--- src/rtl/uart_tx_sched_pkg.sv ---
// rtl/uart_tx_sched_pkg.sv - shared types and frame constants for the UART transmit scheduler
package uart_sched_pkg;

  typedef enum logic [1:0] {IDLE, SEND, WAIT} sched_state_t;

  localparam logic [3:0] HDR_TAG = 4'hA;
  localparam int         MAX_REQ = 4;

`ifdef UART_SCHED_CHKSUM_EN
  localparam int FRAME_BYTES = 4;
`else
  localparam int FRAME_BYTES = 3;
`endif

  function automatic logic [7:0] hdr_byte(input logic [1:0] id);
    return {HDR_TAG, 2'b00, id};
  endfunction

endpackage

--- src/rtl/uart_tx_sched_if.sv ---
// rtl/uart_tx_sched_if.sv - handshake between the scheduler and the UART transmitter
interface uart_tx_sched_if;
  logic       trmt;
  logic [7:0] tx_data;
  logic       tx_done;

  modport master (output trmt, output tx_data, input tx_done);
  modport slave  (input trmt, input tx_data, output tx_done);
endinterface

--- src/rtl/uart_tx_sched_arb.sv ---
// rtl/uart_tx_sched_arb.sv - round-robin winner select with last-grant memory
module rr_arbiter #(
  parameter int NUM_REQ = 4
) (
  input  logic               clk,
  input  logic               rst_n,
  input  logic [NUM_REQ-1:0] req,
  input  logic               take,
  output logic [NUM_REQ-1:0] gnt_onehot,
  output logic [1:0]         gnt_id,
  output logic               gnt_valid
);

  logic [1:0] last_grant;
  logic [1:0] hi_id;
  logic [1:0] lo_id;
  logic       hi_found;
  logic       lo_found;

  // Lowest requester above last_grant wins; otherwise wrap to the lowest overall.
  always_comb begin
    hi_id    = 2'd0;
    lo_id    = 2'd0;
    hi_found = 1'b0;
    lo_found = 1'b0;
    for (int i = NUM_REQ - 1; i >= 0; i--) begin
      if (req[i]) begin
        lo_id    = 2'(i);
        lo_found = 1'b1;
        if (i > int'(last_grant)) begin
          hi_id    = 2'(i);
          hi_found = 1'b1;
        end
      end
    end
  end

  always_comb begin
    gnt_valid  = lo_found;
    gnt_id     = hi_found ? hi_id : lo_id;
    gnt_onehot = '0;
    for (int i = 0; i < NUM_REQ; i++) begin
      if (lo_found && (gnt_id == 2'(i))) gnt_onehot[i] = 1'b1;
    end
  end

  always_ff @(posedge clk or negedge rst_n) begin
    if (!rst_n) begin
      last_grant <= 2'(NUM_REQ - 1);
    end else if (take && gnt_valid) begin
      last_grant <= gnt_id;
    end
  end

endmodule

--- src/rtl/uart_tx_sched.sv ---
// rtl/uart_tx_sched.sv - round-robin framer sharing one UART transmitter; UART_SCHED_CHKSUM_EN adds a checksum byte
module uart_tx_sched
  import uart_sched_pkg::*;
#(
  parameter int NUM_REQ = 4
) (
  input  logic                  clk,
  input  logic                  rst_n,
  input  logic [NUM_REQ-1:0]    req,
  input  logic [NUM_REQ*16-1:0] payload,
  output logic [NUM_REQ-1:0]    ack,
  output logic                  msg_done,
  output logic                  busy,
  output logic [1:0]            grant_id,
  uart_tx_sched_if.master       tx
);

  localparam logic [1:0] LAST_IDX = 2'(FRAME_BYTES - 1);

  sched_state_t       state;
  sched_state_t       state_nxt;
  logic               take;
  logic [1:0]         byte_idx;
  logic [15:0]        shadow;
  logic [15:0]        sel_payload;
  logic               armed;
  logic [NUM_REQ-1:0] gnt_onehot;
  logic [1:0]         gnt_id;
  logic               gnt_valid;

  rr_arbiter #(.NUM_REQ(NUM_REQ)) u_arb (
    .clk        (clk),
    .rst_n      (rst_n),
    .req        (req),
    .take       (take),
    .gnt_onehot (gnt_onehot),
    .gnt_id     (gnt_id),
    .gnt_valid  (gnt_valid)
  );

  always_comb begin
    sel_payload = 16'h0000;
    for (int i = 0; i < NUM_REQ; i++) begin
      if (gnt_onehot[i]) sel_payload = payload[16*i +: 16];
    end
  end

  always_ff @(posedge clk or negedge rst_n) begin
    if (!rst_n) state <= IDLE;
    else        state <= state_nxt;
  end

  // tx_done is only trusted after it has been seen low, since the transmitter clears it late.
  always_comb begin
    state_nxt = state;
    take      = 1'b0;
    case (state)
      IDLE: begin
        if (gnt_valid) begin
          take      = 1'b1;
          state_nxt = SEND;
        end
      end
      SEND: state_nxt = WAIT;
      WAIT: begin
        if (armed && tx.tx_done) state_nxt = (byte_idx == LAST_IDX) ? IDLE : SEND;
      end
      default: state_nxt = IDLE;
    endcase
  end

  always_ff @(posedge clk or negedge rst_n) begin
    if (!rst_n) begin
      ack      <= '0;
      msg_done <= 1'b0;
      grant_id <= 2'd0;
      shadow   <= 16'h0000;
      byte_idx <= 2'd0;
      armed    <= 1'b0;
    end else begin
      ack      <= '0;
      msg_done <= 1'b0;
      case (state)
        IDLE: begin
          if (take) begin
            ack      <= gnt_onehot;
            grant_id <= gnt_id;
            shadow   <= sel_payload;
            byte_idx <= 2'd0;
          end
        end
        SEND: armed <= 1'b0;
        WAIT: begin
          if (!armed) begin
            if (!tx.tx_done) armed <= 1'b1;
          end else if (tx.tx_done) begin
            if (byte_idx == LAST_IDX) msg_done <= 1'b1;
            else                      byte_idx <= byte_idx + 2'd1;
          end
        end
        default: ;
      endcase
    end
  end

`ifdef UART_SCHED_CHKSUM_EN
  logic [7:0] chk_byte;
  assign chk_byte = 8'h00 - (hdr_byte(grant_id) + shadow[15:8] + shadow[7:0]);
`endif

  assign busy    = (state != IDLE);
  assign tx.trmt = (state == SEND);

  always_comb begin
    tx.tx_data = 8'h00;
    if (busy) begin
      case (byte_idx)
        2'd0:    tx.tx_data = hdr_byte(grant_id);
        2'd1:    tx.tx_data = shadow[15:8];
        2'd2:    tx.tx_data = shadow[7:0];
`ifdef UART_SCHED_CHKSUM_EN
        default: tx.tx_data = chk_byte;
`else
        default: tx.tx_data = 8'h00;
`endif
      endcase
    end
  end

endmodule

--- src/flat_wrapper.sv ---
// flat-port wrapper written by rule: the top's interface ports become plain ports
module uart_tx_sched_flat import uart_sched_pkg::*;
#(
  parameter int NUM_REQ = 4
)
  (clk, rst_n, req, payload, ack, msg_done, busy, grant_id, tx_trmt, tx_tx_data, tx_tx_done);
  uart_tx_sched_if tx_i ();
  input  logic clk;
  input  logic rst_n;
  input  logic [NUM_REQ-1:0] req;
  input  logic [NUM_REQ*16-1:0] payload;
  output logic [NUM_REQ-1:0] ack;
  output logic msg_done;
  output logic busy;
  output logic [1:0] grant_id;
  output wire logic [$bits(tx_i.trmt)-1:0] tx_trmt;
  output wire logic [$bits(tx_i.tx_data)-1:0] tx_tx_data;
  input wire logic [$bits(tx_i.tx_done)-1:0] tx_tx_done;
  assign tx_trmt = tx_i.trmt;
  assign tx_tx_data = tx_i.tx_data;
  assign tx_i.tx_done = tx_tx_done;
  uart_tx_sched #(.NUM_REQ(NUM_REQ)) u_core (.clk(clk), .rst_n(rst_n), .req(req), .payload(payload), .ack(ack), .msg_done(msg_done), .busy(busy), .grant_id(grant_id), .tx(tx_i));
endmodule
--- config.mk ---
export PLATFORM = sky130hd
export DESIGN_NAME = uart_tx_sched_flat
export DESIGN_NICKNAME = d
export VERILOG_FILES = /design/src/rtl/uart_tx_sched_pkg.sv /design/src/rtl/uart_tx_sched_if.sv /design/src/rtl/uart_tx_sched_arb.sv /design/src/rtl/uart_tx_sched.sv /design/src/flat_wrapper.sv
export SDC_FILE = /design/constraint.sdc
export NUM_CORES = 1
export LEC_CHECK = 0
export BUFFER_PORTS_ARGS = -buffer_cell sky130_fd_sc_hd__buf_2
export CELL_PAD_IN_SITES_DETAIL_PLACEMENT = 1
export CELL_PAD_IN_SITES_GLOBAL_PLACEMENT = 1
export CORE_UTILIZATION = 28
export DETAILED_ROUTE_END_ITERATION = 8
export GPL_ROUTABILITY_DRIVEN = 1
export PLACE_DENSITY_LB_ADDON = 0.3
export SETUP_SLACK_MARGIN = 0.02
export SLEW_MARGIN = 20
export SYNTH_ARGS = -nofsm -noshare
export SYNTH_HDL_FRONTEND = slang
export SYNTH_HIERARCHICAL = 1
export SYNTH_SLANG_ARGS = --single-unit
--- constraint.sdc ---
create_clock -name clk -period 2 [get_ports clk]
set_clock_uncertainty 0.05 [all_clocks]
set_input_delay 0.6 -clock clk [delete_from_list [all_inputs] [get_ports clk]]
set_output_delay 0.6 -clock clk [all_outputs]
set_load 0.02 [all_outputs]
==> summary.md, run 1 <==
| Metric | Value |
|---|---|
| Met1 wire length | 3.286 mm |
| R2r worst-path depth | 8 |
| Final nets | 440 |
| Slew @ Worst Pin | 0.7060 ns |
| Worst VDD drop | 0.5094 mV |
| Initial antenna violation count | 0 |
| Syn Nets | 325 |
| Die height | 89.31 µm |
| Setup slack, reg-to-reg | -0.31 ns |
| Adder-cell share of the synthesized area | 0.05275 |
| Final WS setup | -0.3395 ns |
| CTS Buf Count | 5 |
| Failing checks | setup timing |
| Row cnt | 31 |
| Synthesized flop and latch total | 30 |
| Count of final hold-check violations | 0 |
| Pins over their slew limit | 0 |
| Post-DP HPWL | 5.649 mm |
| Power density cells | 1527 mW/mm² |
| CTS Hold Buffers Added | 0 |
| Die X-Extent | 89.31 µm |
| Crit-path leading delay family | flip-flops |
| Worst-path maximum fanout | 4 |
| Total power | 5115 µW |
| Crit path max-delay cell type | dfrtp_2 |
| Grt total ovfl | 0 |
| Yosys warning total | 6 |
| I/O pin count | 88 |
| CTS HTree Levels | 2 |
| CP arrival | 1.69 ns |
| Syn avg cell area | 8.712 µm² |
| RSZ-0062 raised after global routing | true |
| Largest family of logic cells by synthesized area | compound AO/OA/AOI/OAI gates |
| Worst setup SP type | register |
| Post-synthesis compound-gate area fraction | 0.2526 |
| CP Capture Type | output port |
| Drt total wl | 7.613 mm |
| Critical Path Max Stage Delay | 0.43 ns |
| CP Data Required Time | 1.35 ns |
| Met3 wire len | 298 µm |
| Root Buffer Master | clkbuf_8 |
| Max-cap viol count | 0 |
| Clock slew at reported path FFs | 0.06 ns |
| Pleak | 0.001565 µW |
| Reg2Reg Capture Point | u_core/shadow[0]$_DFFE_PN0P_ |
| Routability Congestion | 0.7709 |
| Largest net degree at the start of global routing | 34 |
| Setup CP Type | register to output port |
| Via count | 2274 |
| Mux cell area share after synthesis | 0.03693 |
| Worst hold path type | input pin to asynchronous set/reset pin |
| Final ANT Viol Nets | 0 |
| Async set or reset register ratio after synthesis | 1.000 |
| # DRC | 0 |
| Global-route usage over all layers | 0.1925 |
| R2r startpoint | u_core/u_arb/last_grant[1]$_DFFE_PN1P_ |
| Met2 wire len | 3.988 mm |
| Netlist cell types | 43 |
| Cells after Synth | 245 |
| Cell area after placement | 0.002955 mm² |
| Number of DRC markers in iteration 0 | 128 |
| Period utilisation layout | 1.170 |
| Fin Hold WS | 0.3233 ns |
| Rel. slew slack | 0.5293 |
| Worst path bufs/invs | 3 |
| CTS sink cnt | 30 |
| First-pass GRT wire length | 11.54 mm |
| Final Cell Area | 0.003351 mm² |
| Minimum clock period | 2.340 ns |
| Run status | finished, violations left |
| Core area | 0.007292 mm² |
| Vias in the first global route | 2298 |
| Setup-failing EPs final | 25 |
| Register area share after synthesis | 0.3529 |
| Synth Cell Area | 0.002135 mm² |
| Port-buffer cells | 87 |
| Post-synthesis simple-gate area fraction | 0.1999 |
| Prevailing post-synth register cell | dfrtp_1 |
| Die Area | 0.007976 mm² |
| Share of cells above drive strength 1 | 0.5125 |
| Number of flops mapped to enable cells by yosys | 0 |
| Drt pass-1 iters | 4 |
| Post-synthesis xor/xnor area fraction | 0 |
| Post-DR vias/cell | 4.943 |
| Worst-skew pair later-pin latency | 0.27 ns |
| ANT cells | 0 |
| CTS tree | built |
| DR top layer | met4 |
| Critical path cell sequence | inv_2 > ha_4 > a222oi_1 > buf_4 > nor2_4 > buf_6 |
| Fmax achieved | 0.4274 GHz |
| CTS Buffer Depth | 2 |
| Drt wl/cell | 16.55 µm |
| Area Overhead vs Synth | 56.98% |
| Starting density of the core | 0.2927 |
==> stage by stage <==
step                  util  setup TNS [ns]  worst slack (ns)  cells
floorplan                -          -1.312           -0.1204    245
global placement    0.4053          -6.824           -0.3610    440
detailed placement  0.4053          -8.580           -0.4345    440
CTS                 0.4441          -5.748           -0.3415    452
global route        0.4595          -9.394           -0.4761    460
finish              0.4595          -6.374           -0.3395    460
==> placed cells by master (no fill, tap or decap), types with 5 or more instances in the layout <==
cell type / synthesis / layout
a221o_1: 16 / 16
and3_1: 5 / 5
nand3b_1: 17 / 17
a21oi_2: 0 / 5
a21oi_1: 21 / 16
clkbuf_8: 0 / 8
nand2_1: 20 / 20
inv_1: 23 / 20
buf_2: 5 / 79
nor2_1: 26 / 18
a31oi_1: 17 / 17
nor2_4: 0 / 8
buf_6: 3 / 12
dfrtp_1: 28 / 26
ha_4: 0 / 5
buf_4: 6 / 34
==> how the worst max path moves through the flow <==
stage / start / end / slack [ns] / depth (start not counted)
after floorplan: req[1] / u_core/shadow[0]$_DFFE_PN0P_ / -0.12 / 8
after global placement: req[0] / u_core/shadow[5]$_DFFE_PN0P_ / -0.36 / 8
after detailed placement: req[1] / u_core/shadow[6]$_DFFE_PN0P_ / -0.43 / 8
after CTS: u_core/byte_idx[0]$_DFFE_PN0P_ / tx_tx_data[1] / -0.34 / 6
after global routing: u_core/u_arb/last_grant[1]$_DFFE_PN1P_ / u_core/shadow[5]$_DFFE_PN0P_ / -0.48 / 7
final: u_core/byte_idx[1]$_DFFE_PN0P_ / tx_tx_data[1] / -0.34 / 6
==> area by class of cell <==
cell class                      count  area, µm²
Clock buffer                        8      110.1
Fill cell                         887       3941
Inverter                           23      88.84
Multi-Input combinational cell    170       1391
Sequential cell                    30      755.7
Tap cell                           99      123.9
Timing Repair Buffer              130      880.8
==> per-layer routing <==
layer | global-route usage | vias up
li1 | - | 1108
met1 | 0.2561 | 1107
met2 | 0.3324 | 57
met3 | 0.02862 | 2
met4 | 0.03896 | 0
met5 | 0 | -
==> state kept, by name (all words and copies together) (netlist names) <==
| name | flops |
|---|---|
| u_core/ack | 4 |
| u_core/armed | 1 |
| u_core/byte_idx | 2 |
| u_core/grant_id | 2 |
| u_core/msg_done | 1 |
| u_core/shadow | 16 |
| u_core/state | 2 |
| u_core/u_arb/last_grant | 2 |
==> worst reg2reg max path, cell delays in order, from the launching register on <==
cell      delay (ns)
dfstp_2         0.58
mux2i_1         0.24
o22ai_1         0.13
nor4bb_2        0.34
buf_4           0.19
buf_8           0.12
nand3b_1        0.09
a221o_1         0.32
a31oi_1         0.17
==> cell families (layout without fill, tap and decap cells) <==
logic type | after synthesis | after routing
AND/OR/NAND/NOR | 81 | 81
AO/OA/AOI/OAI | 73 | 73
buffers and inverters | 45 | 161
flip-flops | 30 | 30
adder cells (fa/ha/maj) | 9 | 9
multiplexers | 7 | 7
==> synth_stat cells, types with 5 or more instances <==
library cell | n | area, µm²
a21oi_1 | 21 | 105.1
a221o_1 | 16 | 160.2
a31oi_1 | 17 | 106.4
and3_1 | 5 | 31.28
buf_2 | 5 | 25.02
buf_4 | 6 | 45.04
clkbuf_1 | 6 | 22.52
dfrtp_1 | 28 | 700.7
ha_1 | 9 | 112.6
inv_1 | 23 | 86.33
nand2_1 | 20 | 75.07
nand3b_1 | 17 | 127.6
nor2_1 | 26 | 97.59
==> power by group <==
group	internal (µW)	switching [µW]
clock	347	227
combinational	1660	1720
sequential	913	249
==> what timing repair did <==
| action | CTS | global route |
|---|---|---|
| resized for setup | 34 | 17 |
| gates cloned | 0 | 1 |
| pin swaps | 15 | 8 |
| setup endpoints to repair | 27 | 25 |
| hold endpoints to repair | 0 | 0 |
| buffers inserted | 4 | 7 |
(Power assumes the default switching activity.)
==> run 2: changes to the inputs <==
--- a/config.mk
+++ b/config.mk
@@ -12,9 +12,11 @@
 export DETAILED_ROUTE_END_ITERATION = 8
 export GPL_ROUTABILITY_DRIVEN = 1
 export PLACE_DENSITY_LB_ADDON = 0.3
+export REMOVE_ABC_BUFFERS = 1
 export SETUP_SLACK_MARGIN = 0.02
 export SLEW_MARGIN = 20
 export SYNTH_ARGS = -nofsm -noshare
 export SYNTH_HDL_FRONTEND = slang
 export SYNTH_HIERARCHICAL = 1
 export SYNTH_SLANG_ARGS = --single-unit
+export TNS_END_PERCENT = 20
==> summary.md, run 2 (same netlist as run 1, synthesis figures left out) <==
| Metric | Value |
|---|---|
| Worst-skew pair later-pin latency | 0.28 ns (was 0.27 ns) |
| Fmax achieved | 0.4411 GHz (was 0.4274 GHz) |
| CTS HTree Levels | 2 (unchanged) |
| First-pass GRT wire length | 10.61 mm (was 11.54 mm) |
| CTS tree | built (unchanged) |
| Global-route usage over all layers | 0.1741 (was 0.1925) |
| I/O pin count | 88 (unchanged) |
| Pins over their slew limit | 0 (unchanged) |
| Placed Cells | 439 (was 440) |
| Worst setup SP type | register (unchanged) |
| Number of DRC markers in iteration 0 | 47 (was 128) |
| Final ANT Viol Nets | 0 (unchanged) |
| Worst-path maximum fanout | 8 (was 4) |
| Die height | 89.31 µm (unchanged) |
| Reg with most FFs | u_core/shadow (unchanged) |
| Reg2Reg Capture Point | u_core/shadow[8]$_DFFE_PN0P_ (was u_core/shadow[0]$_DFFE_PN0P_) |
| Initial antenna violation count | 0 (unchanged) |
| Final nets | 435 (was 440) |
| Via count | 2226 (was 2274) |
| Final WS setup | -0.2671 ns (was -0.3395 ns) |
| Multi-input gate area | 0.001262 mm² (was 0.001391 mm²) |
| Die Area | 0.007976 mm² (unchanged) |
| Final Util | 0.4372 (was 0.4595) |
| Critical Path Max Stage Delay | 0.58 ns (was 0.43 ns) |
| Root Buffer Master | clkbuf_8 (unchanged) |
| Post-Layout Cell Count | 455 (was 460) |
| CP Capture Type | register (was output port) |
| Max-cap viol count | 0 (unchanged) |
| Setup-failing EPs final | 24 (was 25) |
| Drt total wl | 6.658 mm (was 7.613 mm) |
| Worst VDD drop | 0.4280 mV (was 0.5094 mV) |
| Crit path max-delay cell type | dfstp_2 (was dfrtp_2) |
| Pleak | 0.001535 µW (was 0.001565 µW) |
| Row cnt | 31 (unchanged) |
| Grt total ovfl | 0 (unchanged) |
| Setup slack, reg-to-reg | -0.27 ns (was -0.31 ns) |
| Rel. slew slack | 0.5365 (was 0.5293) |
| Drt pass-1 iters | 4 (unchanged) |
| Number of flip-flops in the largest register | 16 (unchanged) |
| Clock slew at reported path FFs | 0.07 ns (was 0.06 ns) |
| Period utilisation layout | 1.134 (was 1.170) |
| # fillers | 918 (was 887) |
| R2r worst-path depth | 8 (unchanged) |
| Failing checks | setup timing (unchanged) |
| Area Overhead vs Synth | 49.36% (was 56.98%) |
| ANT cells | 0 (unchanged) |
| Drt wl/cell | 14.63 µm (was 16.55 µm) |
| Run status | finished, violations left (unchanged) |
| CP Data Required Time | 2.15 ns (was 1.35 ns) |
| Critical path cell sequence | mux2i_2 > o22ai_2 > nor4bb_4 > buf_4 > clkbuf_16 > nand3b_1 > a221o_1 > a31oi_1 (was inv_2 > ha_4 > a222oi_1 > buf_4 > nor2_4 > buf_6) |
| Commonest cells after routing, fill and taps aside | 83 x buf_2, 28 x buf_4, 26 x nor2_1, 26 x dfrtp_1 (was 79 x buf_2, 34 x buf_4, 26 x dfrtp_1) |
| Post-DP HPWL | 4.935 mm (was 5.649 mm) |
| Starting density of the core | 0.2927 (unchanged) |
| RSZ-0062 raised after global routing | true (unchanged) |
| R2r startpoint | u_core/u_arb/last_grant[1]$_DFFE_PN1P_ (unchanged) |
| Setup CP Type | register to register (was register to output port) |
| Worst hold path type | input pin to asynchronous set/reset pin (unchanged) |
| Count of final hold-check violations | 0 (unchanged) |
| Die X-Extent | 89.31 µm (unchanged) |
| Largest regs | u_core/shadow (16), u_core/ack (4) (unchanged) |
| CTS Buf Count | 5 (unchanged) |
| Port-buffer cells | 87 (unchanged) |
| Routability Congestion | 0.7156 (was 0.7709) |
| Power density cells | 1496 mW/mm² (was 1527 mW/mm²) |
| Vias in the first global route | 2291 (was 2298) |
| CTS sink cnt | 30 (unchanged) |
| Commonest non-fill, non-tap cell in the layout | buf_2 (unchanged) |
| CTS Hold Buffers Added | 0 (unchanged) |
| Core area | 0.007292 mm² (unchanged) |
| Minimum clock period | 2.267 ns (was 2.340 ns) |
| Share of cells above drive strength 1 | 0.4579 (was 0.5125) |
| Post-DR vias/cell | 4.892 (was 4.943) |
| Slew @ Worst Pin | 0.6953 ns (was 0.7060 ns) |
| Largest net degree at the start of global routing | 33 (was 34) |
| DP Worst Slack | -0.3896 ns (was -0.4345 ns) |
| FF/Latch Area | 755.7 µm² (unchanged) |
| # DRC | 0 (unchanged) |
| CTS Buffer Depth | 2 (unchanged) |
| CP arrival | 2.41 ns (was 1.69 ns) |
| Final setup TNS | -5.161 ns (was -6.374 ns) |
==> run 2: changes by cell type in the layout (fill, tap and decap cells not counted), sizes merged <==
cell	before	now
clkbuf	8	9
buf	130	124
==> run 2: worst max-delay path: cells and delay by family, from the launching register on <==
kind | cells | cell delay (ns)
multiplexers | 1 | 0.27
flip-flops | 1 | 0.58
buffers and inverters | 2 | 0.34
AND/OR/NAND/NOR | 2 | 0.36
AO/OA/AOI/OAI | 3 | 0.60
==> run 2: worst max-delay path by stage <==
stage / start / to / depth (start not counted)
floorplan: req[1] / u_core/shadow[0]$_DFFE_PN0P_ / 5
global placement: req[2] / u_core/shadow[5]$_DFFE_PN0P_ / 8
detailed placement: req[3] / u_core/shadow[2]$_DFFE_PN0P_ / 8
CTS: u_core/byte_idx[1]$_DFFE_PN0P_ / tx_tx_data[1] / 5
global route: u_core/u_arb/last_grant[1]$_DFFE_PN1P_ / u_core/shadow[6]$_DFFE_PN0P_ / 8
finish: u_core/u_arb/last_grant[1]$_DFFE_PN1P_ / u_core/shadow[8]$_DFFE_PN0P_ / 8
==> run 2: timing repair <==
| item | 4_1_cts | 5_1_grt |
|---|---|---|
| gates cloned | 0 | 1 |
| buffers inserted | 1 | 6 |
| resized for setup | 18 | 14 |
| pin swaps | 6 | 20 |
| setup endpoints to repair | 25 | 26 |
==> run 2: layout make-up <==
type / count / share of cell area
multi-input cells: 170 / 0.3960
repair buffers: 125 / 0.2665
flip-flops and latches: 30 / 0.2370
well taps: 99 / 0.03885
clock buffers: 8 / 0.03454
inverters: 23 / 0.02708
==> run 2: through the flow <==
stage                     power [µW]  cell area (µm²)  hold slack, ns
after floorplan                 2705             1997          0.2544
after CTS                       4605             3072          0.3356
after detailed placement        3869             2879          0.4738
after global placement          3788             2879          0.4795
final                           4770             3188          0.3075
after global routing            5142             3188          0.3676
==> run 2: where the power goes <==
group	internal, µW	total [µW]	leakage [µW]	switching [µW]
Sequential	913	1120	0.000358	202
Combinational	1530	3080	0.00112	1550
Clock	347	578	0.0000575	231
Total	2780	4770	0.00154	1990
==> run 2: layer usage <==
layer | track usage | up-vias | part of all wire
li1 | - | 1099 | -
met1 | 0.2076 | 1066 | 0.44
met2 | 0.3185 | 52 | 0.52
met3 | 0.02678 | 9 | 0.030
met4 | 0.05772 | 0 | 0.017
met5 | 0 | - | 0
==> run 3: changes to the inputs <==
==> constraint.sdc (replaced) <==
create_clock -name clk -period 2.6 [get_ports clk]
set_clock_uncertainty 0.05 [all_clocks]
set_input_delay 0.78 -clock clk [delete_from_list [all_inputs] [get_ports clk]]
set_output_delay 0.78 -clock clk [all_outputs]
set_load 0.02 [all_outputs]
==> summary.md, run 3 (same netlist as run 1, synthesis figures left out) <==
| Metric | Value |
|---|---|
| Fmax achieved | 0.4058 GHz |
| Die Area | 0.007976 mm² (unchanged) |
| Post-DR vias/cell | 4.949 (was 4.892) |
| Root Buffer Master | clkbuf_8 (unchanged) |
| Count of final hold-check violations | 0 (unchanged) |
| # fillers | 938 (was 918) |
| Drt wl/cell | 14.66 µm (was 14.63 µm) |
| CP Capture Type | output port (was register) |
| Core area | 0.007292 mm² (unchanged) |
| Drt pass-1 iters | 4 (unchanged) |
| CTS HTree Levels | 2 (unchanged) |
| Commonest non-fill, non-tap cell in the layout | buf_2 (unchanged) |
| Area Overhead vs Synth | 31.59% (was 49.36%) |
| Grt total ovfl | 0 (unchanged) |
| Slew @ Worst Pin | 0.7063 ns (was 0.6953 ns) |
| Routability Congestion | 0.7141 (was 0.7156) |
| CTS Buffer Depth | 2 (unchanged) |
| RSZ-0062 raised after global routing | false (was true) |
| Worst VDD drop | 0.3658 mV (was 0.4280 mV) |
| Rel. slew slack | 0.5292 (was 0.5365) |
| NetSw | 1397 µW (was 1985 µW) |
| First-pass GRT wire length | 10.07 mm (was 10.61 mm) |
| R2r worst-path depth | 7 (was 8) |
| CTS sink cnt | 30 (unchanged) |
| Setup CP Type | register to output port (was register to register) |
| Hold Path Cell Cnt | 1 |
| WHS Endpoint | u_core/grant_id[0]$_DFFE_PN0P_ |
| Starting density of the core | 0.2927 (unchanged) |
| Number of DRC markers in iteration 0 | 63 (was 47) |
| Setup slack, reg-to-reg | 0.33 ns (was -0.27 ns) |
| Share of cells above drive strength 1 | 0.3697 (was 0.4579) |
| Setup-failing EPs final | 0 (was 24) |
| DP Worst Slack | 0.06301 ns (was -0.3896 ns) |
| Minimum clock period | 2.464 ns |
| Largest net degree at the start of global routing | 33 (unchanged) |
| Largest regs | u_core/shadow (16), u_core/ack (4) (unchanged) |
| Clk pwr share | 0.113 (was 0.121) |
| Pleak | 0.001353 µW (was 0.001535 µW) |
| Min-delay src | u_core/grant_id[0]$_DFFE_PN0P_ |
| I/O pin count | 88 (unchanged) |
| Commonest cells after routing, fill and taps aside | 87 x buf_2, 26 x nor2_1, 26 x dfrtp_1 (was 83 x buf_2, 28 x buf_4, 26 x nor2_1, 26 x dfrtp_1) |
| Via count | 2123 (was 2226) |
| P_int | 1761 µW (was 2785 µW) |
| CTS tree | built (unchanged) |
| Worst hold path type | register to register (was input pin to asynchronous set/reset pin) |
| Initial antenna violation count | 0 (unchanged) |
| R2r startpoint | u_core/u_arb/last_grant[1]$_DFFE_PN1P_ (unchanged) |
| Drt total wl | 6.287 mm (was 6.658 mm) |
| Worst-path maximum fanout | 8 (unchanged) |
| Row cnt | 31 (unchanged) |
| Die X-Extent | 89.31 µm (unchanged) |
| CTS Hold Buffers Added | 0 (unchanged) |
| CTS Buf Count | 5 (unchanged) |
| Worst Setup SP | u_core/state[0]$_DFFE_PN0P_ (was u_core/u_arb/last_grant[1]$_DFFE_PN1P_) |
| # DRC | 0 (unchanged) |
| Final WS setup | 0.1358 ns (was -0.2671 ns) |
| Comb pwr share | 0.616 (was 0.645) |
| Part of the power in registers | 0.272 (was 0.234) |
| Clock slew at reported path FFs | 0.06 ns (was 0.07 ns) |
| Power density cells | 1124 mW/mm² (was 1496 mW/mm²) |
| Reg with most FFs | u_core/shadow (unchanged) |
| Pins over their slew limit | 0 (unchanged) |
| Final ANT Viol Nets | 0 (unchanged) |
| Period utilisation layout | 0.9478 |
| Post-DP HPWL | 4.749 mm (was 4.935 mm) |
| Die height | 89.31 µm (unchanged) |
| CP arrival | 1.63 ns (was 2.41 ns) |
| Global-route usage over all layers | 0.1668 (was 0.1741) |
| Port-buffer cells | 87 (unchanged) |
| Max-cap viol count | 0 (unchanged) |
| Worst setup SP type | register (unchanged) |
| Number of flip-flops in the largest register | 16 (unchanged) |
| Worst-skew pair later-pin latency | 0.28 ns (about the same) |
| CP Data Required Time | 1.77 ns (was 2.15 ns) |
| Total power | 3158 µW (was 4770 µW) |
| Sw frac | 0.4424 (was 0.4162) |
| Run status | finished clean (was finished, violations left) |
| Vias in the first global route | 2152 (was 2291) |
| Reg2Reg Capture Point | u_core/shadow[5]$_DFFE_PN0P_ (was u_core/shadow[8]$_DFFE_PN0P_) |
| ANT cells | 0 (unchanged) |
| Final nets | 409 (was 435) |
==> run 3: per-layer routing <==
metal	global-route usage	vias to the layer above	part of all wire
met1	0.1972	1024	0.43
li1	-	1045	-
met4	0.05772	0	0.015
met3	0.02955	6	0.033
met2	0.3033	48	0.52
met5	0	-	0
==> run 3: through the flow <==
stage | util | hold slack [ns] | area (µm²) | TNS [ns] | std cells
floorplan | - | 0.4344 | 1997 | -15.64 | 223
global placement | 0.3729 | 0.4704 | 2719 | 0 | 421
detailed placement | 0.3729 | 0.4664 | 2719 | 0 | 421
CTS | 0.3842 | 0.4805 | 2801 | 0 | 429
global route | 0.3852 | 0.5097 | 2809 | 0 | 429
finish | 0.3852 | 0.4765 | 2809 | 0 | 429
==> run 3: final cells by class <==
type                            instances  area [µm²]  area share
Multi-Input combinational cell        170        1187      0.4227
Tap cell                               99       123.9     0.04410
Clock buffer                            8       80.08     0.02851
Sequential cell                        30       755.7      0.2690
Inverter                               23       86.33     0.03074
Timing Repair Buffer                   99       575.6      0.2049
==> run 3: how the worst max path moves through the flow <==
stage,endpoint,depth (start not counted)
detailed placement,u_core/shadow[9]$_DFFE_PN0P_,8
global placement,u_core/shadow[5]$_DFFE_PN0P_,8
CTS,tx_tx_data[1],5
global route,tx_tx_data[1],5
finish,tx_tx_data[7],5
floorplan,u_core/shadow[0]$_DFFE_PN0P_,5
==> run 3: power by group through the flow <==
stage / clock, µW / sequential [µW] / combinational (µW)
global placement: 0 / 855 / 1910
finish: 355 / 858 / 1950
floorplan: 0 / 859 / 1220
detailed placement: 0 / 865 / 1960
global route: 397 / 892 / 2150
CTS: 372 / 857 / 1970
==> run 3: worst max-delay path, cell delays in order, from the launching register on <==
cell and delay (ns):
dfrtp_1 0.37, inv_1 0.09, ha_1 0.24, or2_4 0.30
nor2_1 0.16, buf_2 0.19
==> run 3: what timing repair did <==
action | in CTS | in global routing
hold endpoints to repair | 0 | 0
endpoints found under the setup margin | 3 | 7
setup buffers | 0 | 0
resized for setup | 1 | 4
